**config.mk**
```make
export PLATFORM = sky130hd
export DESIGN_NAME = pwm_peripheral
export DESIGN_NICKNAME = d
export VERILOG_FILES = /design/src/rtl/pwm_peripheral.sv
export SDC_FILE = /design/constraint.sdc
export NUM_CORES = 1
export LEC_CHECK = 0
export ABC_CLOCK_PERIOD_IN_PS = 2300
export BUFFER_PORTS_ARGS = -buffer_cell sky130_fd_sc_hd__buf_2
export CORE_MARGIN = 5
export CORE_UTILIZATION = 50
export CTS_BUF_LIST = sky130_fd_sc_hd__clkbuf_8
export CTS_CLUSTER_DIAMETER = 100
export DETAILED_ROUTE_END_ITERATION = 8
export GPL_TIMING_DRIVEN = 0
export HOLD_SLACK_MARGIN = 0.15
export PLACE_DENSITY = 0.81
export SLEW_MARGIN = 0
export SYNTH_ARGS = -nofsm -noshare
export SYNTH_HDL_FRONTEND = slang
export SYNTH_SLANG_ARGS = --single-unit
```
**constraint.sdc**
```tcl
create_clock -name clk -period 2.3 [get_ports clk]
set_input_delay 0.46 -clock clk [delete_from_list [all_inputs] [get_ports clk]]
set_output_delay 0.46 -clock clk [all_outputs]
set_load 0.05 [all_outputs]
```
**src/rtl/pwm_peripheral.sv**
```systemverilog
// pwm_peripheral: drives 16 pins as forced-low, static-high or a shared 8-bit PWM.
// The PWM counter advances once every PRESCALE clocks. The duty value is captured
// only at the period wrap, so a period is never cut short or stretched.
module pwm_peripheral #(
  parameter int PRESCALE   = 13,
  parameter int PRESCALE_W = 8
) (
  input  logic       clk,
  input  logic       rst_n,
  input  logic [7:0] en_reg_out_7_0,
  input  logic [7:0] en_reg_out_15_8,
  input  logic [7:0] en_reg_pwm_7_0,
  input  logic [7:0] en_reg_pwm_15_8,
  input  logic [7:0] pwm_duty_cycle,
  output logic [7:0] uo_out,
  output logic [7:0] uio_out,
  output logic       period_start
);

  localparam logic [PRESCALE_W-1:0] PRESC_MAX = PRESCALE_W'(PRESCALE - 1);
  localparam logic [PRESCALE_W-1:0] PRESC_ONE = PRESCALE_W'(1);

  logic [PRESCALE_W-1:0] presc_cnt_r;
  logic [7:0]            pwm_cnt_r;
  logic [7:0]            duty_shadow_r;
  logic [15:0]           pins_r;
  logic                  period_start_r;

  logic                  tick_s;
  logic                  wrap_s;
  logic                  pwm_level_s;
  logic [15:0]           en_out_s;
  logic [15:0]           en_pwm_s;
  logic [15:0]           pins_next_s;

  assign en_out_s = {en_reg_out_15_8, en_reg_out_7_0};
  assign en_pwm_s = {en_reg_pwm_15_8, en_reg_pwm_7_0};

  // Counter step strobe and end-of-period strobe.
  always_comb begin
    tick_s = (presc_cnt_r == PRESC_MAX);
    wrap_s = tick_s && (pwm_cnt_r == 8'hFF);
  end

  // Prescaler: counts 0..PRESCALE-1 and wraps.
  always_ff @(posedge clk or negedge rst_n) begin
    if (!rst_n) begin
      presc_cnt_r <= {PRESCALE_W{1'b0}};
    end else if (tick_s) begin
      presc_cnt_r <= {PRESCALE_W{1'b0}};
    end else begin
      presc_cnt_r <= presc_cnt_r + PRESC_ONE;
    end
  end

  // PWM counter: advances on each prescaler tick, wraps 255 -> 0 naturally.
  always_ff @(posedge clk or negedge rst_n) begin
    if (!rst_n) begin
      pwm_cnt_r <= 8'h00;
    end else if (tick_s) begin
      pwm_cnt_r <= pwm_cnt_r + 8'd1;
    end else begin
      pwm_cnt_r <= pwm_cnt_r;
    end
  end

  // Duty shadow: sampled only at the period wrap so periods stay whole.
  always_ff @(posedge clk or negedge rst_n) begin
    if (!rst_n) begin
      duty_shadow_r <= 8'h00;
    end else if (wrap_s) begin
      duty_shadow_r <= pwm_duty_cycle;
    end else begin
      duty_shadow_r <= duty_shadow_r;
    end
  end

  // PWM level: 0xFF is a true 100% duty, otherwise high while count < duty.
  always_comb begin
    pwm_level_s = 1'b0;
    if (duty_shadow_r == 8'hFF) begin
      pwm_level_s = 1'b1;
    end else begin
      pwm_level_s = (pwm_cnt_r < duty_shadow_r);
    end
  end

  // Per-pin selection: disabled pins are low, enabled pins are high or PWM.
  always_comb begin
    pins_next_s = 16'h0000;
    for (int i = 0; i < 16; i++) begin
      if (!en_out_s[i]) begin
        pins_next_s[i] = 1'b0;
      end else if (en_pwm_s[i]) begin
        pins_next_s[i] = pwm_level_s;
      end else begin
        pins_next_s[i] = 1'b1;
      end
    end
  end

  // Output registers: pins and the period-start pulse (the cycle after wrap).
  always_ff @(posedge clk or negedge rst_n) begin
    if (!rst_n) begin
      pins_r         <= 16'h0000;
      period_start_r <= 1'b0;
    end else begin
      pins_r         <= pins_next_s;
      period_start_r <= wrap_s;
    end
  end

  assign uo_out       = pins_r[7:0];
  assign uio_out      = pins_r[15:8];
  assign period_start = period_start_r;

endmodule

```
---- Yosys cells after proc, flatten, opt, wreduce, memory -nomap -nowiden ----
Index checks and enable logic that the tools add are counted.
operators by class
  $add $sub $neg .......................... 2
  magnitude comparators ................... 1
  eq/ne operators ......................... 3
  multiplexer cells ....................... 34
  reduce and logical (&&, ||, !) cells .... 1
operators by type and width
  cell                                                  number
  2-to-1 mux 1 bit                                      33
  adder 8 x 1 -> 8 bit (second input constant)          2
  equality test 8 bit (second input constant)           2
  equality test 8 x 4 -> 1 bit (second input constant)  1
  < comparator 8 bit                                    1
  2-to-1 mux 8 bit                                      1
  logical AND 1 bit                                     1
word-level totals
  register bits after elaboration ......... 41
  input port bits ......................... 42
  output and inout bits ................... 17
  logic and storage cells ................. 46

---- Depth between registers and ports, before layout ----
Gate-level depths: netlist of run 1.
  depth in word-level cells ............... 4
  gate-level depth with buffers ........... 7
  gate-level depth less buffers ........... 6

---- Least setup slack after synthesis of run 1 ----
No wires, ideal clock.
  path kind ............................... reg2reg
  start ................................... reg pwm_cnt_r[7]
  end ..................................... reg pins_r[10]
  library setup time ...................... 129 ps
  arrival ................................. 1647 ps
  required time ........................... 2171 ps
  slack ................................... 524 ps
  stages on the path, launching flop included .. 7
  buffers on the path ..................... 1
  period minus slack after synthesis ...... 1776 ps
  path through ............................ dfrtp_1 -> ha_1 -> and4_1 -> o21ai_0 -> o32ai_2 -> clkbuf_2 -> a21boi_0
on the way
  cells in the longest elaborated chain, start to end .. 4
RTL lines
  item                       RTL line  text
  start, declared            24        logic [7:0] pwm_cnt_r;
  start signal, assigned     61        pwm_cnt_r <= pwm_cnt_r + 8'd1;
  start signal, assigned     63        pwm_cnt_r <= pwm_cnt_r;
  < comparator 8 bit         84        pwm_level_s = (pwm_cnt_r < duty_shadow_r);
  2-to-1 mux 1 bit           81        if (duty_shadow_r == 8'hFF) begin
  2-to-1 mux 1 bit           94        end else if (en_pwm_s[i]) begin
  2-to-1 mux 1 bit           92        if (!en_out_s[i]) begin
  named net pins_next_s[10]  34        logic [15:0] pins_next_s;
  end signal, assigned       108       pins_r <= pins_next_s;
  end, declared              26        logic [15:0] pins_r;
The timed path passes the listed nets, and every way through them passes these cells.
A chain may end at the register's enable or synchronous reset.

---- Worst setup path in the final report of run 1 ----
  start ................................... reg pwm_cnt_r[7]
  end ..................................... reg pins_r[11]
The elaborated chain is that of the path after synthesis.

==> results of run 1 <==
## Yosys cell counts
cell / n / area share, %
and2_1: 1 / 0.35
nand2b_1: 1 / 0.35
inv_1: 9 / 1.9
buf_4: 1 / 0.42
nor2_4: 1 / 0.63
a21oi_1: 1 / 0.28
nor3_1: 1 / 0.28
nand3_1: 4 / 1.1
nand4b_1: 1 / 0.49
nand2_1: 4 / 0.84
a21boi_0: 16 / 6.7
and4_1: 2 / 0.98
mux2_1: 1 / 0.63
ha_1: 10 / 7.0
xnor2_1: 8 / 3.9
nand4_1: 5 / 1.7
xor2_1: 5 / 2.4
o32ai_2: 1 / 0.91
o21ai_0: 1 / 0.28
o21a_1: 1 / 0.42
mux2_2: 8 / 5.0
a2111oi_2: 1 / 0.84
or3_4: 1 / 0.63
dfrtp_1: 41 / 57
nand4_4: 1 / 1.2
clkbuf_2: 1 / 0.28
nor2_1: 7 / 1.5
a21o_1: 1 / 0.42
and3_1: 2 / 0.70
a41o_1: 1 / 0.56
## kinds of logic after synthesis
| kind of cell | count (synthesis) |
|---|---|
| compound gates | 23 |
| mux | 9 |
| flops | 41 |
| simple gates | 31 |
| buf+inv | 11 |
| xor+xnor | 13 |
| fa+ha+maj | 10 |
## final cells by class
type | instances | area [um^2] | share of cell area (%)
Tap cell | 46 | 57.56 | 2.553
Inverter | 9 | 33.78 | 1.498
Clock inverter | 3 | 46.29 | 2.053
Buffer | 2 | 12.51 | 0.5549
Timing Repair Buffer | 58 | 290.3 | 12.87
Sequential cell | 41 | 1026 | 45.50
Clock buffer | 5 | 68.82 | 3.052
Multi-Input combinational cell | 86 | 719.4 | 31.91
## metrics by stage
step	cell area [um^2]	total power (uW)	setup slack [ns]
after floorplan	1792	843.9	0.5244
after global placement	2140	907.1	0.3286
after detailed placement	2140	913.3	0.2089
after CTS	2255	1488	0.2039
after global routing	2255	1524	0.08136
final	2255	1467	0.2329
## placed cells by master, fill, tap and decap left out, types with 2 or more instances in the layout
master,count
and4_1,2
mux2_2,8
dfrtp_1,41
and3_1,2
ha_1,10
nor2_1,7
xor2_1,5
a21boi_0,16
buf_2,58
nand3_1,4
nand4_1,5
nand2_1,4
xnor2_1,8
clkbuf_8,5
inv_1,9
## registers in the layout, summed over array words and instances, names as in the netlist
signal and flops:
pwm_cnt_r 8, pins_r 16, period_start 1, duty_shadow_r 8
presc_cnt_r 8
## critical path, cell delays in order, from the launching register on
cell,delay (ns)
dfrtp_1,0.46
ha_1,0.34
and4_1,0.18
o21ai_0,0.10
o32ai_2,0.47
clkbuf_2,0.28
a21boi_0,0.12
## per-layer routing
layer / up-vias / track usage (%) / part of all wire [%]
li1: 615 / - / -
met1: 563 / 17.36 / 40
met2: 60 / 22.56 / 45
met3: 6 / 8.178 / 14
met4: 0 / 6.383 / 1.8
met5: - / 0 / 0
## path summary, 6_finish.rpt
path | end | startpoint | slack, ns
setup / recovery | pins_r[11] | pwm_cnt_r[7] | 0.23
hold / removal | pins_r[8] | rst_n | 0.27
setup reg to reg | pins_r[11] | pwm_cnt_r[7] | 0.23
hold reg to reg | presc_cnt_r[7] | presc_cnt_r[7] | 0.48
max in group asynchronous | duty_shadow_r[5] | rst_n | 1.49
min in group clk | pins_r[8] | en_reg_pwm_15_8[0] | 0.34
## where the power goes
part,internal [uW],switching [uW],total (uW)
Clock,324,246,571
Sequential,742,9.49,751
Combinational,51.4,93.6,145
==> results.yml, run 1 <==
status:
  outcome: "complete, no violations"
timing:
  drv_slew: 0
  fin_tns_setup_ns: 0
  hold_viol_final: 0
  min_period_ns: 2.067
  skew_ns: 0.004303
  rsz0062_at_grt: "no"
  relSlewSlack_pct: 42.79
  max_freq_mhz: 483.8
  tightestPinTransition_ns: 0.8582
  fin_crit_sh_pct: 89.88
  timing.hold.ws_ns: 0.2742
  finalSetupViolCount: 0
critical_path:
  criticalPathCategory: "flop to flop"
  path_max_fanout: 10
  crit_arrival_ns: 2.23
  reg2reg_depth: 6
  worstSetupStartpointType: "flop"
  cp-end-kind: "flop"
  cp_data_required_time_ns: 2.47
die:
  initial_core_util_pct: 52.45
  io_pins: 59
  die_x_um: 69.86
  fp.dieArea_mm2: 0.004880
  rows: 21
  die_y_um: 69.86
  core_mm2: 0.003416
grt:
  grt_max_degree: 42
  grt_use_total_pct: 14.88
  grt_overflow: 0
  grt_pass1_vias: 1340
  antenna_found_initial: 0
  grt_pass1_wl_mm: 5.796
final_layout:
  stdcell_count: 250
  fin_nets: 255
  n_fill_cell: 260
  drive_gt1_share_pct: 39.71
  fin_util_pct: 66.01
  layout-area-overhead-vs-synth_pct: 25.84
  diodes: 0
clock_tree:
  clock_latency_ns: 0.29
  clk_pin_slew_ns: 0.08
  cts-root-buf: "clkbuf_8"
  clockBufferDepth: 2
  tritoncts: "yes"
  cts_hold_buffers: 0
  cts_setup_buffers: 0
  cts_resized: 0
  cts_sinks: 41
  ctsHtreeMaxLevel: 2
  numCtsBuffers: 5
synth:
  synth_compound_area_share_pct: 10.41
  synth-adder-area-share_pct: 6.983
  synth.distinct_cells: 30
  syn-num-nets: 190
  ys_seq_area_share_pct: 57.26
  synth-xor-area-share_pct: 6.355
  avgSynthCellArea_um2: 12.98
  muxShareOfSynthArea_pct: 5.656
  synth_top_family_by_area: "simple AND/OR/NAND/NOR gates"
  synth-simple-area-share_pct: 10.75
  synthCells: 138
  yosysWarnings: 0
  ys_ff_latch: 41
  synth_area_mm2: 0.001792
drt:
  wirelength_mm: 3.362
  routedWlPerCell_um: 13.45
  drc_errors: 0
  ant_nets: 0
  vias_per_cell: 4.976
  vias: 1244
  first_pass_iters: 4
  first_iter_violations: 23
power:
  p_leak_uw: 0.001136
  peakVddDrop_uv: 538.5
  powerDensity_mw_per_mm2: 650.6
placed_design:
  io_buffers: 58
  place_hpwl_mm: 2.702
  dpl.cell_count: 242
  gp_congestion: 0.8078
job:
  drv_cap: 0
worst_hold_path:
  holdCritPathClass: "input pin to async pin"
Power figures use the tool's default switching activity.
==> run 2: changes to the inputs <==
Settings changed: ABC_CLOCK_PERIOD_IN_PS 2300 to 2400, CORE_MARGIN 5 to unset.
Clock period 2.3 ns to 2.4 ns, I/O delays scaled along.
==> run 2 against run 1 <==
Net effect: setup slack better by 0.13 ns; cell area down 1.4%; first-iteration DRC count stayed put; combinational power fell by 3%; clock power shrank 28%.
==> results.yml, run 2 (synthesized netlist as in run 1, its figures left out) <==
power:
  peakVddDrop_uv: 394.2
  powerDensity_mw_per_mm2: 572.6
  p_leak_uw: 0.001130
final_layout:
  fin_nets: 255
  fin_util_pct: 65.56
  n_fill_cell: 247
  diodes: 0
  layout_common_cells: "buf_2, dfrtp_1, a21boi_0"
  largest_register_ffs: 16
  layout-area-overhead-vs-synth_pct: 24.02
  stdcell_count: 250
  drive_gt1_share_pct: 39.22
  final_common_cell: "buf_2"
  largest_register: "pins_r"
drt:
  vias_per_cell: 5.064
  drc_errors: 0
  routedWlPerCell_um: 12.73
  vias: 1266
  wirelength_mm: 3.183
  ant_nets: 0
  first_iter_violations: 23
  first_pass_iters: 4
critical_path:
  reg2reg_slack_ns: 0.36
  worstSetupStartpointType: "flop"
  cp-end-kind: "flop"
  path_max_fanout: 10
  criticalPathCategory: "flop to flop"
  reg2reg_depth: 6
  cp_data_required_time_ns: 2.56
  crit_arrival_ns: 2.20
timing:
  max_freq_mhz: 489.7
  fin_tns_setup_ns: 0
  tightestPinTransition_ns: 0.8417
  finalSetupViolCount: 0
  skew_ns: 0.003692
  hold_viol_final: 0
  min_period_ns: 2.042
  relSlewSlack_pct: 43.89
  layout_setup_ws_ns: 0.3581
  drv_slew: 0
  rsz0062_at_grt: "no"
  fin_crit_sh_pct: 85.08
status:
  outcome: "complete, no violations"
die:
  rows: 21
  initial_core_util_pct: 52.86
  die_x_um: 61.86
  die_y_um: 61.86
  fp.dieArea_mm2: 0.003827
  io_pins: 59
  core_mm2: 0.003390
placed_design:
  dpl.cell_count: 242
  place_ws_ns: 0.3281
  gp_congestion: 0.7031
  place_hpwl_mm: 2.553
  io_buffers: 58
clock_tree:
  cts_hold_buffers: 0
  numCtsBuffers: 5
  cts_setup_buffers: 0
  clock_latency_ns: 0.28
  clk_pin_slew_ns: 0.07
  ctsHtreeMaxLevel: 2
  cts-root-buf: "clkbuf_8"
  clockBufferDepth: 2
  tritoncts: "yes"
  cts_resized: 0
  cts_sinks: 41
grt:
  grt_max_degree: 42
  grt_use_total_pct: 19.55
  grt_overflow: 0
  antenna_found_initial: 0
  grt_pass1_wl_mm: 5.278
  grt_pass1_vias: 1275
worst_hold_path:
  holdCritPathClass: "input pin to async pin"
job:
  drv_cap: 0
==> run 2: layer usage <==
layer	GRT usage, %	wire, um	vias up
met3	7.660	263	5
met1	20.90	1265	597
met2	35.18	1619	53
met5	0	0	-
li1	-	-	611
met4	6.667	36	0
==> run 2: report_power, final <==
group          switching (uW)  total (uW)  internal (uW)
Clock                     215         412            197
Combinational            90.4         140           49.4
Sequential               9.30         721            711
Total                     315        1270            958
==> run 2: layout make-up <==
type                    count  area [um^2]  area share (%)
flip-flops and latches     41         1026           46.17
multi-input cells          86        719.4           32.38
repair buffers             58        290.3           13.06
clock buffers               5        68.82           3.097
well taps                  46        57.56           2.590
inverters                   9        33.78           1.520
clock inverters             3        13.76          0.6194
plain buffers               2        12.51          0.5631
==> run 2: worst paths after layout <==
kind,startpoint,endpoint
worst max-delay path,pwm_cnt_r[7],pins_r[8]
worst min-delay path,rst_n,pwm_cnt_r[6]
worst max register to register,pwm_cnt_r[7],pins_r[8]
worst min register to register,presc_cnt_r[7],presc_cnt_r[7]
max in group asynchronous,rst_n,duty_shadow_r[7]
min in group clk,en_reg_pwm_7_0[5],pins_r[5]
==> run 2: stage by stage <==
step	hold WS (ns)	instance area, um^2	total power, uW
global placement	0.4600	2140	869.1
CTS	0.3380	2222	1290
floorplan	0.1844	1792	808.7
global route	0.3562	2222	1332
finish	0.2962	2222	1272
detailed placement	0.4635	2140	877.0
==> run 2: worst max-delay path, stage by stage, from the launching register on <==
cell	delay, ns
dfrtp_1	0.45
ha_1	0.34
and4_1	0.17
o21ai_0	0.10
o32ai_2	0.47
clkbuf_2	0.27
a21boi_0	0.12
